<file path="src/rtl/riscv_ctrl_pkg.sv">
// Shared encodings for the RV32I controllers: opcodes, ALU/immediate/store codes,
// datapath select codes and the multi-cycle sequencer state enum.
package riscv_ctrl_pkg;

    localparam logic [6:0] OP_LOAD   = 7'b0000011;
    localparam logic [6:0] OP_STORE  = 7'b0100011;
    localparam logic [6:0] OP_R      = 7'b0110011;
    localparam logic [6:0] OP_I      = 7'b0010011;
    localparam logic [6:0] OP_BRANCH = 7'b1100011;
    localparam logic [6:0] OP_JAL    = 7'b1101111;
    localparam logic [6:0] OP_JALR   = 7'b1100111;
    localparam logic [6:0] OP_LUI    = 7'b0110111;
    localparam logic [6:0] OP_AUIPC  = 7'b0010111;

    localparam logic [3:0] ALU_AND   = 4'b0000;
    localparam logic [3:0] ALU_OR    = 4'b0001;
    localparam logic [3:0] ALU_SLT   = 4'b0100;
    localparam logic [3:0] ALU_XOR   = 4'b0101;
    localparam logic [3:0] ALU_SLTU  = 4'b0110;
    localparam logic [3:0] ALU_CMPU  = 4'b0111;
    localparam logic [3:0] ALU_CMPS  = 4'b1000;
    localparam logic [3:0] ALU_CMPEQ = 4'b1001;
    localparam logic [3:0] ALU_ADD   = 4'b1011;
    localparam logic [3:0] ALU_SUB   = 4'b1100;
    localparam logic [3:0] ALU_LUI   = 4'b1101;
    localparam logic [3:0] ALU_SHIFT = 4'b1110;

    localparam logic [2:0] IMM_I = 3'b000;
    localparam logic [2:0] IMM_B = 3'b001;
    localparam logic [2:0] IMM_S = 3'b010;
    localparam logic [2:0] IMM_J = 3'b011;
    localparam logic [2:0] IMM_U = 3'b100;

    localparam logic [1:0] MEM_BYTE = 2'b00;
    localparam logic [1:0] MEM_HALF = 2'b01;
    localparam logic [1:0] MEM_WORD = 2'b10;
    localparam logic [1:0] MEM_NONE = 2'b11;

    localparam logic [1:0] SRC_A_RD1   = 2'b00;
    localparam logic [1:0] SRC_A_PC    = 2'b01;
    localparam logic [1:0] SRC_A_OLDPC = 2'b10;
    localparam logic [1:0] SRC_B_RD2   = 2'b00;
    localparam logic [1:0] SRC_B_IMM   = 2'b01;
    localparam logic [1:0] SRC_B_FOUR  = 2'b10;

    localparam logic [1:0] RESULT_ALUOUT = 2'b00;
    localparam logic [1:0] RESULT_MDR    = 2'b01;
    localparam logic [1:0] RESULT_ALU    = 2'b10;

    localparam logic [1:0] SHAMT_ZERO = 2'b00;
    localparam logic [1:0] SHAMT_RD2  = 2'b01;
    localparam logic [1:0] SHAMT_IMM  = 2'b10;
    localparam logic [1:0] SHIFT_SLL  = 2'b00;
    localparam logic [1:0] SHIFT_SRL  = 2'b01;
    localparam logic [1:0] SHIFT_SRA  = 2'b10;

    typedef enum logic [3:0] {
        ST_FETCH     = 4'd0,
        ST_DECODE    = 4'd1,
        ST_MEMADR    = 4'd2,
        ST_MEMRD     = 4'd3,
        ST_MEMWB     = 4'd4,
        ST_MEMWR     = 4'd5,
        ST_EXEC_R    = 4'd6,
        ST_EXEC_I    = 4'd7,
        ST_ALUWB     = 4'd8,
        ST_BRANCH    = 4'd9,
        ST_JAL       = 4'd10,
        ST_JALR      = 4'd11,
        ST_JALR_LINK = 4'd12,
        ST_EXEC_U    = 4'd13
    } state_t;

endpackage

</file>
<file path="src/rtl/alu_decoder.sv">
// Combinational ALU decode shared with the single-cycle controller:
// opcode/funct3/instr[30] -> ALU operation, shifter mode and shift-amount source.
module alu_decoder
    import riscv_ctrl_pkg::*;
(
    input  logic [6:0] opcode,
    input  logic [2:0] funct3,
    input  logic       instr30,
    output logic [3:0] alu_control,
    output logic [1:0] shifter_control,
    output logic [1:0] shamt_control
);

    always_comb begin
        alu_control     = ALU_AND;
        shifter_control = SHIFT_SLL;
        shamt_control   = SHAMT_ZERO;
        if (opcode == OP_BRANCH) begin
            // funct3[2:1] selects the comparison; funct3[0] only inverts the outcome
            case (funct3[2:1])
                2'b00:   alu_control = ALU_CMPEQ;
                2'b10:   alu_control = ALU_CMPS;
                2'b11:   alu_control = ALU_CMPU;
                default: alu_control = ALU_AND;
            endcase
        end else begin
            case (funct3)
                3'b000:  alu_control = (opcode == OP_R && instr30) ? ALU_SUB : ALU_ADD;
                3'b111:  alu_control = ALU_AND;
                3'b110:  alu_control = ALU_OR;
                3'b100:  alu_control = ALU_XOR;
                3'b010:  alu_control = ALU_SLT;
                3'b011:  alu_control = ALU_SLTU;
                3'b001: begin
                    alu_control     = ALU_SHIFT;
                    shifter_control = SHIFT_SLL;
                    shamt_control   = (opcode == OP_R) ? SHAMT_RD2 : SHAMT_IMM;
                end
                default: begin
                    alu_control     = ALU_SHIFT;
                    shifter_control = instr30 ? SHIFT_SRA : SHIFT_SRL;
                    shamt_control   = (opcode == OP_R) ? SHAMT_RD2 : SHAMT_IMM;
                end
            endcase
        end
    end

endmodule

</file>
<file path="src/rtl/multicycle_controller.sv">
// Sequencing FSM for the multi-cycle RV32I datapath: decodes the held IR and drives
// per-cycle datapath selects, stalling on the shared memory port's ready handshake.
module multicycle_controller
    import riscv_ctrl_pkg::*;
#(
    parameter logic [31:0] RESET_PC = 32'h0000_0000
) (
    input  logic        clk,
    input  logic        reset_n,
    input  logic [31:0] instr,
    input  logic        equal,
    input  logic        less_than,
    input  logic        mem_ready,
    output logic        mem_req,
    output logic        adr_src,
    output logic        ir_write,
    output logic        pc_write,
    output logic        pc_init,
    output logic [1:0]  src_a_sel,
    output logic [1:0]  src_b_sel,
    output logic [2:0]  imm_src,
    output logic [3:0]  alu_control,
    output logic [1:0]  result_sel,
    output logic        reg_write,
    output logic [1:0]  mem_write,
    output logic [1:0]  shamt_control,
    output logic [1:0]  shifter_control,
    output logic        illegal_instr,
    output logic [3:0]  state_o
);

    // Memory handshake: mem_req is held high for the whole access; the access
    // completes in the cycle mem_ready is seen high while mem_req is high.

    state_t     state, state_next;
    logic [6:0] opcode;
    logic [3:0] dec_alu_control;
    logic [1:0] dec_shifter_control;
    logic [1:0] dec_shamt_control;
    logic       taken;
    logic       unused_bits;

    assign opcode  = instr[6:0];
    assign state_o = state;
    // RESET_PC is applied by the datapath's PC register when pc_init is high
    assign unused_bits = ^{RESET_PC, instr[31], instr[29:15], instr[11:7]};

    alu_decoder u_alu_decoder (
        .opcode          (opcode),
        .funct3          (instr[14:12]),
        .instr30         (instr[30]),
        .alu_control     (dec_alu_control),
        .shifter_control (dec_shifter_control),
        .shamt_control   (dec_shamt_control)
    );

    assign taken = (instr[14] ? less_than : equal) ^ instr[12];

    always_ff @(posedge clk) begin
        if (!reset_n) state <= ST_FETCH;
        else          state <= state_next;
    end

    always_comb begin
        state_next      = state;
        mem_req         = 1'b0;
        adr_src         = 1'b0;
        ir_write        = 1'b0;
        pc_write        = 1'b0;
        pc_init         = 1'b0;
        src_a_sel       = SRC_A_RD1;
        src_b_sel       = SRC_B_RD2;
        imm_src         = IMM_I;
        alu_control     = ALU_AND;
        result_sel      = RESULT_ALUOUT;
        reg_write       = 1'b0;
        mem_write       = MEM_NONE;
        shamt_control   = SHAMT_ZERO;
        shifter_control = SHIFT_SLL;
        illegal_instr   = 1'b0;

        case (state)
            ST_FETCH: begin
                mem_req     = 1'b1;
                src_a_sel   = SRC_A_PC;
                src_b_sel   = SRC_B_FOUR;
                alu_control = ALU_ADD;
                if (mem_ready) begin
                    ir_write   = 1'b1;
                    pc_write   = 1'b1;
                    state_next = ST_DECODE;
                end
            end
            ST_DECODE: begin
                // ALUOut captures the branch or JAL target for use in a later state
                src_a_sel   = SRC_A_OLDPC;
                src_b_sel   = SRC_B_IMM;
                imm_src     = (opcode == OP_JAL) ? IMM_J : IMM_B;
                alu_control = ALU_ADD;
                case (opcode)
                    OP_LOAD, OP_STORE: state_next = ST_MEMADR;
                    OP_R:              state_next = ST_EXEC_R;
                    OP_I:              state_next = ST_EXEC_I;
                    OP_BRANCH:         state_next = ST_BRANCH;
                    OP_JAL:            state_next = ST_JAL;
                    OP_JALR:           state_next = ST_JALR;
                    OP_LUI, OP_AUIPC:  state_next = ST_EXEC_U;
                    default: begin
                        illegal_instr = 1'b1;
                        state_next    = ST_FETCH;
                    end
                endcase
            end
            ST_MEMADR: begin
                src_b_sel   = SRC_B_IMM;
                imm_src     = (opcode == OP_STORE) ? IMM_S : IMM_I;
                alu_control = ALU_ADD;
                state_next  = (opcode == OP_STORE) ? ST_MEMWR : ST_MEMRD;
            end
            ST_MEMRD: begin
                mem_req = 1'b1;
                adr_src = 1'b1;
                if (mem_ready) state_next = ST_MEMWB;
            end
            ST_MEMWB: begin
                result_sel = RESULT_MDR;
                reg_write  = 1'b1;
                state_next = ST_FETCH;
            end
            ST_MEMWR: begin
                mem_req   = 1'b1;
                adr_src   = 1'b1;
                mem_write = instr[13:12];
                if (mem_ready) state_next = ST_FETCH;
            end
            ST_EXEC_R, ST_EXEC_I: begin
                src_b_sel       = (state == ST_EXEC_I) ? SRC_B_IMM : SRC_B_RD2;
                alu_control     = dec_alu_control;
                shifter_control = dec_shifter_control;
                shamt_control   = dec_shamt_control;
                state_next      = ST_ALUWB;
            end
            ST_ALUWB: begin
                result_sel = RESULT_ALUOUT;
                reg_write  = 1'b1;
                state_next = ST_FETCH;
            end
            ST_BRANCH: begin
                alu_control = dec_alu_control;
                if (instr[14:13] == 2'b01) illegal_instr = 1'b1;
                else                       pc_write      = taken;
                state_next = ST_FETCH;
            end
            ST_JAL, ST_JALR_LINK: begin
                // Link value oldPC+4 goes straight to the register file; PC takes ALUOut
                src_a_sel   = SRC_A_OLDPC;
                src_b_sel   = SRC_B_FOUR;
                alu_control = ALU_ADD;
                result_sel  = RESULT_ALU;
                reg_write   = 1'b1;
                pc_write    = 1'b1;
                state_next  = ST_FETCH;
            end
            ST_JALR: begin
                src_b_sel   = SRC_B_IMM;
                imm_src     = IMM_I;
                alu_control = ALU_ADD;
                state_next  = ST_JALR_LINK;
            end
            ST_EXEC_U: begin
                imm_src   = IMM_U;
                src_b_sel = SRC_B_IMM;
                if (opcode == OP_AUIPC) begin
                    src_a_sel   = SRC_A_OLDPC;
                    alu_control = ALU_ADD;
                end else begin
                    alu_control = ALU_LUI;
                end
                state_next = ST_ALUWB;
            end
            default: state_next = ST_FETCH;
        endcase

        // Reset abandons any pending access in the very cycle it is sampled
        if (!reset_n) begin
            state_next      = ST_FETCH;
            mem_req         = 1'b0;
            adr_src         = 1'b0;
            ir_write        = 1'b0;
            pc_write        = 1'b0;
            pc_init         = 1'b1;
            src_a_sel       = SRC_A_RD1;
            src_b_sel       = SRC_B_RD2;
            imm_src         = IMM_I;
            alu_control     = ALU_AND;
            result_sel      = RESULT_ALUOUT;
            reg_write       = 1'b0;
            mem_write       = MEM_NONE;
            shamt_control   = SHAMT_ZERO;
            shifter_control = SHIFT_SLL;
            illegal_instr   = 1'b0;
        end
    end

endmodule

</file>
<file path="config.mk">
export PLATFORM = sky130hd
export DESIGN_NAME = multicycle_controller
export DESIGN_NICKNAME = d
export VERILOG_FILES = /design/src/rtl/riscv_ctrl_pkg.sv /design/src/rtl/alu_decoder.sv /design/src/rtl/multicycle_controller.sv
export SDC_FILE = /design/constraint.sdc
export NUM_CORES = 1
export LEC_CHECK = 0
export ABC_CLOCK_PERIOD_IN_PS = 3500
export CAP_MARGIN = 20
export CORE_ASPECT_RATIO = 1.25
export CORE_MARGIN = 2
export CORE_UTILIZATION = 40
export DETAILED_ROUTE_END_ITERATION = 6
export PLACE_DENSITY = 0.82
export SLEW_MARGIN = 20
export SYNTH_ARGS = -nofsm -noshare
export SYNTH_HDL_FRONTEND = slang
export SYNTH_HIERARCHICAL = 1
export SYNTH_SLANG_ARGS = --single-unit
</file>
<file path="constraint.sdc">
create_clock -name clk -period 3.5 [get_ports clk]
set_clock_uncertainty 0.05 [all_clocks]
set_input_delay 0.7 -clock clk [delete_from_list [all_inputs] [get_ports clk]]
set_output_delay 0.7 -clock clk [all_outputs]
set_load 0.005 [all_outputs]
</file>
==> metrics.md, run 1 <==
| Metric | Value |
|---|---|
| DR DRC count | `0` |
| Post-route insts no fill | `283` |
| Leakage Power | `0.796 nW` |
| Synth unique cells | `61` |
| CP Max Fanout | `2` |
| CP Launch Type | `primary input` |
| CTS Buf Count | `3` |
| Met1 Use GR | `31.2%` |
| Worst Path Arrival | `2.70 ns` |
| Gpl congestion | `0.902` |
| Antenna cells | `0` |
| Post-synthesis mux area share | `0%` |
| Total Wirelength | `3940 um` |
| Setup TNS | `0 ns` |
| Top post-synthesis cells by area | `a21oi_1 6.4%, dfxtp_1 6.4%, nor2_1 5.4%` |
| Unrepaired setup endpoints after global routing | `yes` |
| Vias per Instance | `5.76` |
| Dominant cell type by area after synthesis | `a21oi_1` |
| Die Width | `54.1 um` |
| Clock-pin slew on the worst setup and hold paths | `0.04 ns` |
| Largest family of logic cells by synthesized area | `simple AND/OR/NAND/NOR gates` |
| Synthesized cell area | `0.00125 mm^2` |
| Synth Area in Compound Gates | `32.4%` |
| Layer with the highest usage | `met2` |
| Clk sinks | `4` |
| Worst-Margin Slew | `0.781 ns` |
| Dpl hpwl | `2970 um` |
| Dpl ws | `-0.523 ns` |
| HP Class | `reg2reg` |
| Period utilisation layout | `98.5%` |
| Starting Density | `42.2%` |
| PwrDens | `134 mW/mm^2` |
| Status | `finished clean` |
| Worst rel slew slack | `47.9%` |
| YS warnings | `6` |
| Vias in the first global route | `1,477` |
| Tot GR Track Use | `22.6%` |
| Synthesis-to-finish area growth | `56.4%` |
| Gr ovfl total | `0` |
| WL per Instance | `13.9 um` |
| Async set-reset flop share out of synthesis | `0%` |
| Tmin final | `3.45 ns` |
| Number of synthesized flops with an enable pin | `0` |
| Pre-antenna DRT Iters | `4` |
| Max reg flops | `4` |
| # IOs | `67` |
| Nets@finish | `291` |
| WHS | `0.781 ns` |
| TritonCTS clock tree | `yes` |
| Met3 Usage GRT | `1.35%` |
| Final count of negative-setup-slack endpoints | `0` |
| Final hold vios | `0` |
| Worst setup EP type | `output port` |
| CP required | `2.75 ns` |
| Avg Cell Area, Syn | `6.97 um^2` |
| CTS Root Cell | `clkbuf_4` |
| Via count | `1,629` |
| Post-Synth Simple-Gate Area | `45.9%` |
| Core Region | `0.00297 mm^2` |
| Rows | `22` |
| Detailed Route Iter0 Violations | `105` |
| First-pass GRT wire length | `6400 um` |
| Clk_lat worst skew | `0.23 ns` |
| Post-synth top area share | `6.38%` |
| Maximum VDD drop | `160 uV` |
| Pin count of the biggest net entering global routing | `25` |
| Seq/Total Area, Yosys | `6.38%` |
| Main synth FF type | `dfxtp_1` |
| Slew Limit Fails | `0` |
| Max-Cap Viols | `0` |
| Post-synthesis adder-cell area fraction | `4.99%` |
| Post-synth net total | `222` |
| M2 GR Usage | `38.3%` |
| Layout cells sized above 1 | `25.1%` |
| Mapped Cells | `180` |
| DIE AREA | `0.00360 mm^2` |
| Most common cell after layout, fill and taps aside | `clkdlybuf4s50_1` |
| Initial antenna violation count | `0` |
| Fmax | `290 MHz` |
| CTS max path bufs | `2` |
| PortBufs | `45` |
| Die Y | `66.6 um` |
| Total power | `0.000262 W` |
| FF+latch count, synth | `4` |
| Dpl cells | `280` |
| Post-Synth XOR/XNOR Area | `1.99%` |
| Postcts setup bufs | `0` |
| Post-route ant nets | `0` |
| CTS H-tree depth | `1` |
| Most frequent cells in the layout | `34 x clkdlybuf4s50_1, 29 x buf_4, 18 x nor2_1` |
| WS Path Type | `in2out` |
| Setup ws final | `0.0522 ns` |
-- cell usage after synthesis, types with 2 or more instances --
cell,count
o31a_1,2
nand2b_1,8
or2_2,2
o21ai_0,4
o32ai_1,3
nor3_2,2
a21oi_1,16
nand3_1,9
o22ai_1,2
buf_4,3
or3_1,2
inv_1,8
nor3_1,9
o21a_1,2
or2_1,2
buf_6,3
a31oi_1,3
nor2b_1,6
nand4_1,2
and4bb_2,3
and2_1,8
ha_1,5
nand3b_1,3
o22a_1,2
nand2_1,12
buf_2,3
nor4_2,2
dfxtp_1,4
nor2_1,18
-- worst max-delay path: stages --
cell and delay, ns:
dlygate4sd2_1 0.25, or4b_1 0.56, o21ai_2 0.15, nand3_2 0.10
buf_4 0.13, o22a_1 0.22, a21oi_1 0.13, nor2_1 0.06
o31a_1 0.28, buf_2 0.13
-- metal layers --
layer  up-vias  wire length, um
met4         0               14
met5         -                0
li1        808                -
met2        59             2010
met1       760             1710
met3         2              205
-- worst paths after layout --
| path | startpoint | endpoint | slack (ns) | depth (start not counted) |
|---|---|---|---|---|
| worst max register to register | state_o[3] | state_o[0] | 1.58 | 4 |
| worst min register to register | state_o[0] | state_o[1] | 0.78 | 3 |
| worst min-delay path | state_o[0] | state_o[1] | 0.78 | 3 |
| worst max-delay path | instr[3] | alu_control[0] | 0.05 | 10 |
-- through the flow --
stage	instance area, um^2	util (%)
after floorplan	1250	-
after global placement	1890	63.7
after detailed placement	1890	63.7
after CTS	1950	65.6
after global routing	1960	66.0
final	1960	66.0
-- where the power goes --
part / switching (W) / internal [W] / leakage [nW] / total (W)
registers: 0.00000415 / 0.0000472 / 0.0325 / 0.0000513
logic: 0.0000725 / 0.0000830 / 0.750 / 0.000155
clock network: 0.0000173 / 0.0000382 / 0.0138 / 0.0000555
-- kinds of logic after synthesis --
family | Yosys count
flops | 4
buf+inv | 18
compound gates | 54
fa+ha+maj | 5
simple gates | 97
xor+xnor | 2
-- final cells by class --
type / count / area [um^2]
flip-flops and latches: 4 / 80.1
repair buffers: 74 / 651
inverters: 8 / 30.0
fillers: 253 / 1010
multi-input cells: 158 / 1130
well taps: 36 / 45.0
clock buffers: 3 / 22.5
-- timing repair --
| action | CTS | global route |
|---|---|---|
| endpoints found under the hold margin | 0 | 0 |
| pin swaps | 12 | 4 |
| endpoints found under the setup margin | 5 | 5 |
| resized for setup | 23 | 6 |
| hold buffers | 0 | 0 |
Power figures use the tool's default switching activity.
==> inputs of run 2 (changes only) <==
Settings changed: REMOVE_ABC_BUFFERS set to 1.
==> metrics.md, run 2 (same netlist as run 1, synthesis figures left out) <==
| Metric | Value |
|---|---|
| CP Launch Type | `primary input` |
| PwrDens | `134 mW/mm^2` |
| Slew Limit Fails | `0` |
| Pre-antenna DRT Iters | `4` |
| Detailed Route Iter0 Violations | `63` |
| Rows | `22` |
| Critical path's largest stage delay | `0.53 ns` |
| Vias per Instance | `5.79` |
| Most frequent cells in the layout | `33 x buf_4, 32 x clkdlybuf4s50_1, 18 x nor2_1` |
| Worst rel slew slack | `62.9%` |
| CTS max path bufs | `2` |
| Worst path cell trace | `dlygate4sd2_1 > buf_4 > buf_4 > and4b_4 > o31ai_4 > nand3b_1 > a211oi_2 > clkdlybuf4s50_1` |
| FF-to-FF setup slack | `1.67 ns` |
| Met1 Use GR | `29.0%` |
| Fmax | `295 MHz` |
| Die Width | `54.1 um` |
| Layout cells sized above 1 | `27.3%` |
| Final Util | `67.6%` |
| Final count of negative-setup-slack endpoints | `0` |
| Final hold vios | `0` |
| Period utilisation layout | `96.8%` |
| Nets@finish | `297` |
| Worst Path Arrival | `2.64 ns` |
| Worst setup EP type | `output port` |
| CP Max Fanout | `9` |
| Most used cell along the critical path | `buf_4` |
| Synthesis-to-finish area growth | `60.0%` |
| Clk_lat worst skew | `0.24 ns` |
| Gr ovfl total | `0` |
| Most common cell after layout, fill and taps aside | `buf_4` |
| First-pass GRT wire length | `6470 um` |
| Initial antenna violation count | `0` |
| FF-to-FF Start | `state_o[3]` |
| Worst-Margin Slew | `0.556 ns` |
| Maximum VDD drop | `175 uV` |
| Pin count of the biggest net entering global routing | `18` |
| M2 GR Usage | `41.2%` |
| Total Wirelength | `4070 um` |
| Layer with the highest usage | `met2` |
| Tmin final | `3.39 ns` |
| Dpl hpwl | `3030 um` |
| Die Y | `66.6 um` |
| Via count | `1,673` |
| TritonCTS clock tree | `yes` |
| CTS Buf Count | `3` |
| Max-Cap Viols | `0` |
| Tot GR Track Use | `23.3%` |
| Starting Density | `42.2%` |
| WS Path Type | `in2out` |
| Vias in the first global route | `1,564` |
| Leakage Power | `0.833 nW` |
| Core Region | `0.00297 mm^2` |
| Slowest cell on the critical path | `clkdlybuf4s50_1` |
| Reg2reg path depth | `5` |
| Gpl congestion | `0.879` |
| PortBufs | `45` |
| Dpl cells | `286` |
| Post-route insts no fill | `289` |
| CTS Root Cell | `clkbuf_4` |
| HP Class | `reg2reg` |
| Met3 Usage GRT | `1.35%` |
| DR DRC count | `0` |
| WL per Instance | `14.1 um` |
| # IOs | `67` |
| CTS H-tree depth | `1` |
| Worst Setup EP | `illegal_instr` |
| WHS | `0.852 ns` |
| CP required | `2.75 ns` |
| Critical Path Source | `instr[6]` |
| Clock-pin slew on the worst setup and hold paths | `0.04 ns` |
| Status | `finished clean` |
| Post-route ant nets | `0` |
| Max reg flops | `4` |
| Clk sinks | `4` |
| DIE AREA | `0.00360 mm^2` |
| Critical R2R Capture | `state_o[0]` |
| Antenna cells | `0` |
==> run 2: cell count changes in the layout (fill, tap and decap cells not counted), sizes merged <==
| cell | previous run | this run |
|---|---|---|
| buf | 30 | 36 |
| dlymetal6s2s | 1 | 2 |
| dlygate4sd2 | 8 | 9 |
| clkdlybuf4s50 | 34 | 32 |
==> run 2: cell type report <==
type                            count  area (um^2)
Timing Repair Buffer               80          704
Clock buffer                        3         22.5
Multi-Input combinational cell    158         1130
Fill cell                         257          965
Inverter                            8         30.0
Sequential cell                     4         80.1
Tap cell                           36         45.0
==> run 2: power breakdown <==
group / total [W] / leakage [nW] / switching, W / internal [W]
logic: 0.000157 / 0.786 / 0.0000725 / 0.0000843
registers: 0.0000516 / 0.0325 / 0.00000451 / 0.0000471
clock network: 0.0000610 / 0.0138 / 0.0000224 / 0.0000386
==> run 2: worst min path at each step <==
stage | start | end | slack (ns) | cells past startpoint
after global placement | state_o[1] | state_o[3] | 0.82 | 2
after floorplan | state_o[0] | state_o[2] | 0.66 | 2
after detailed placement | state_o[0] | state_o[0] | 0.82 | 2
final | state_o[0] | state_o[0] | 0.85 | 2
after global routing | state_o[0] | state_o[0] | 0.89 | 2
after CTS | state_o[1] | state_o[3] | 0.83 | 2
==> run 2: worst max-delay path: cells and delay by family <==
| family | cells | cell delay (ns) |
|---|---|---|
| AND/OR/NAND/NOR | 2 | 0.37 |
| buffers and inverters | 4 | 1.06 |
| AO/OA/AOI/OAI | 2 | 0.50 |
==> run 2: routing by layer <==
layer	vias up	routed length, um
met5	-	0
met2	71	2080
met3	5	252
li1	825	-
met4	0	38
met1	772	1700
==> run 2: stage by stage <==
step           setup TNS [ns]  total power (W)  worst slack, ns  instance area (um^2)
2_1_floorplan               0         0.000113            0.531                  1180
3_3_place_gp            -1.24         0.000202           -0.419                  1940
3_5_place_dp            -1.31         0.000205           -0.466                  1940
4_1_cts                     0         0.000266          0.00169                  1960
5_1_grt              -0.00441         0.000287         -0.00441                  2010
6_report                    0         0.000269            0.114                  2010
==> run 2: what timing repair did <==
item                                    in CTS  in global routing
setup buffers                                1                  0
endpoints found under the setup margin       5                  9
gates resized for setup                     17                 16
hold buffers                                 0                  0
gates cloned                                 0                  0
pin swaps                                   10                 10
endpoints found under the hold margin        0                  0
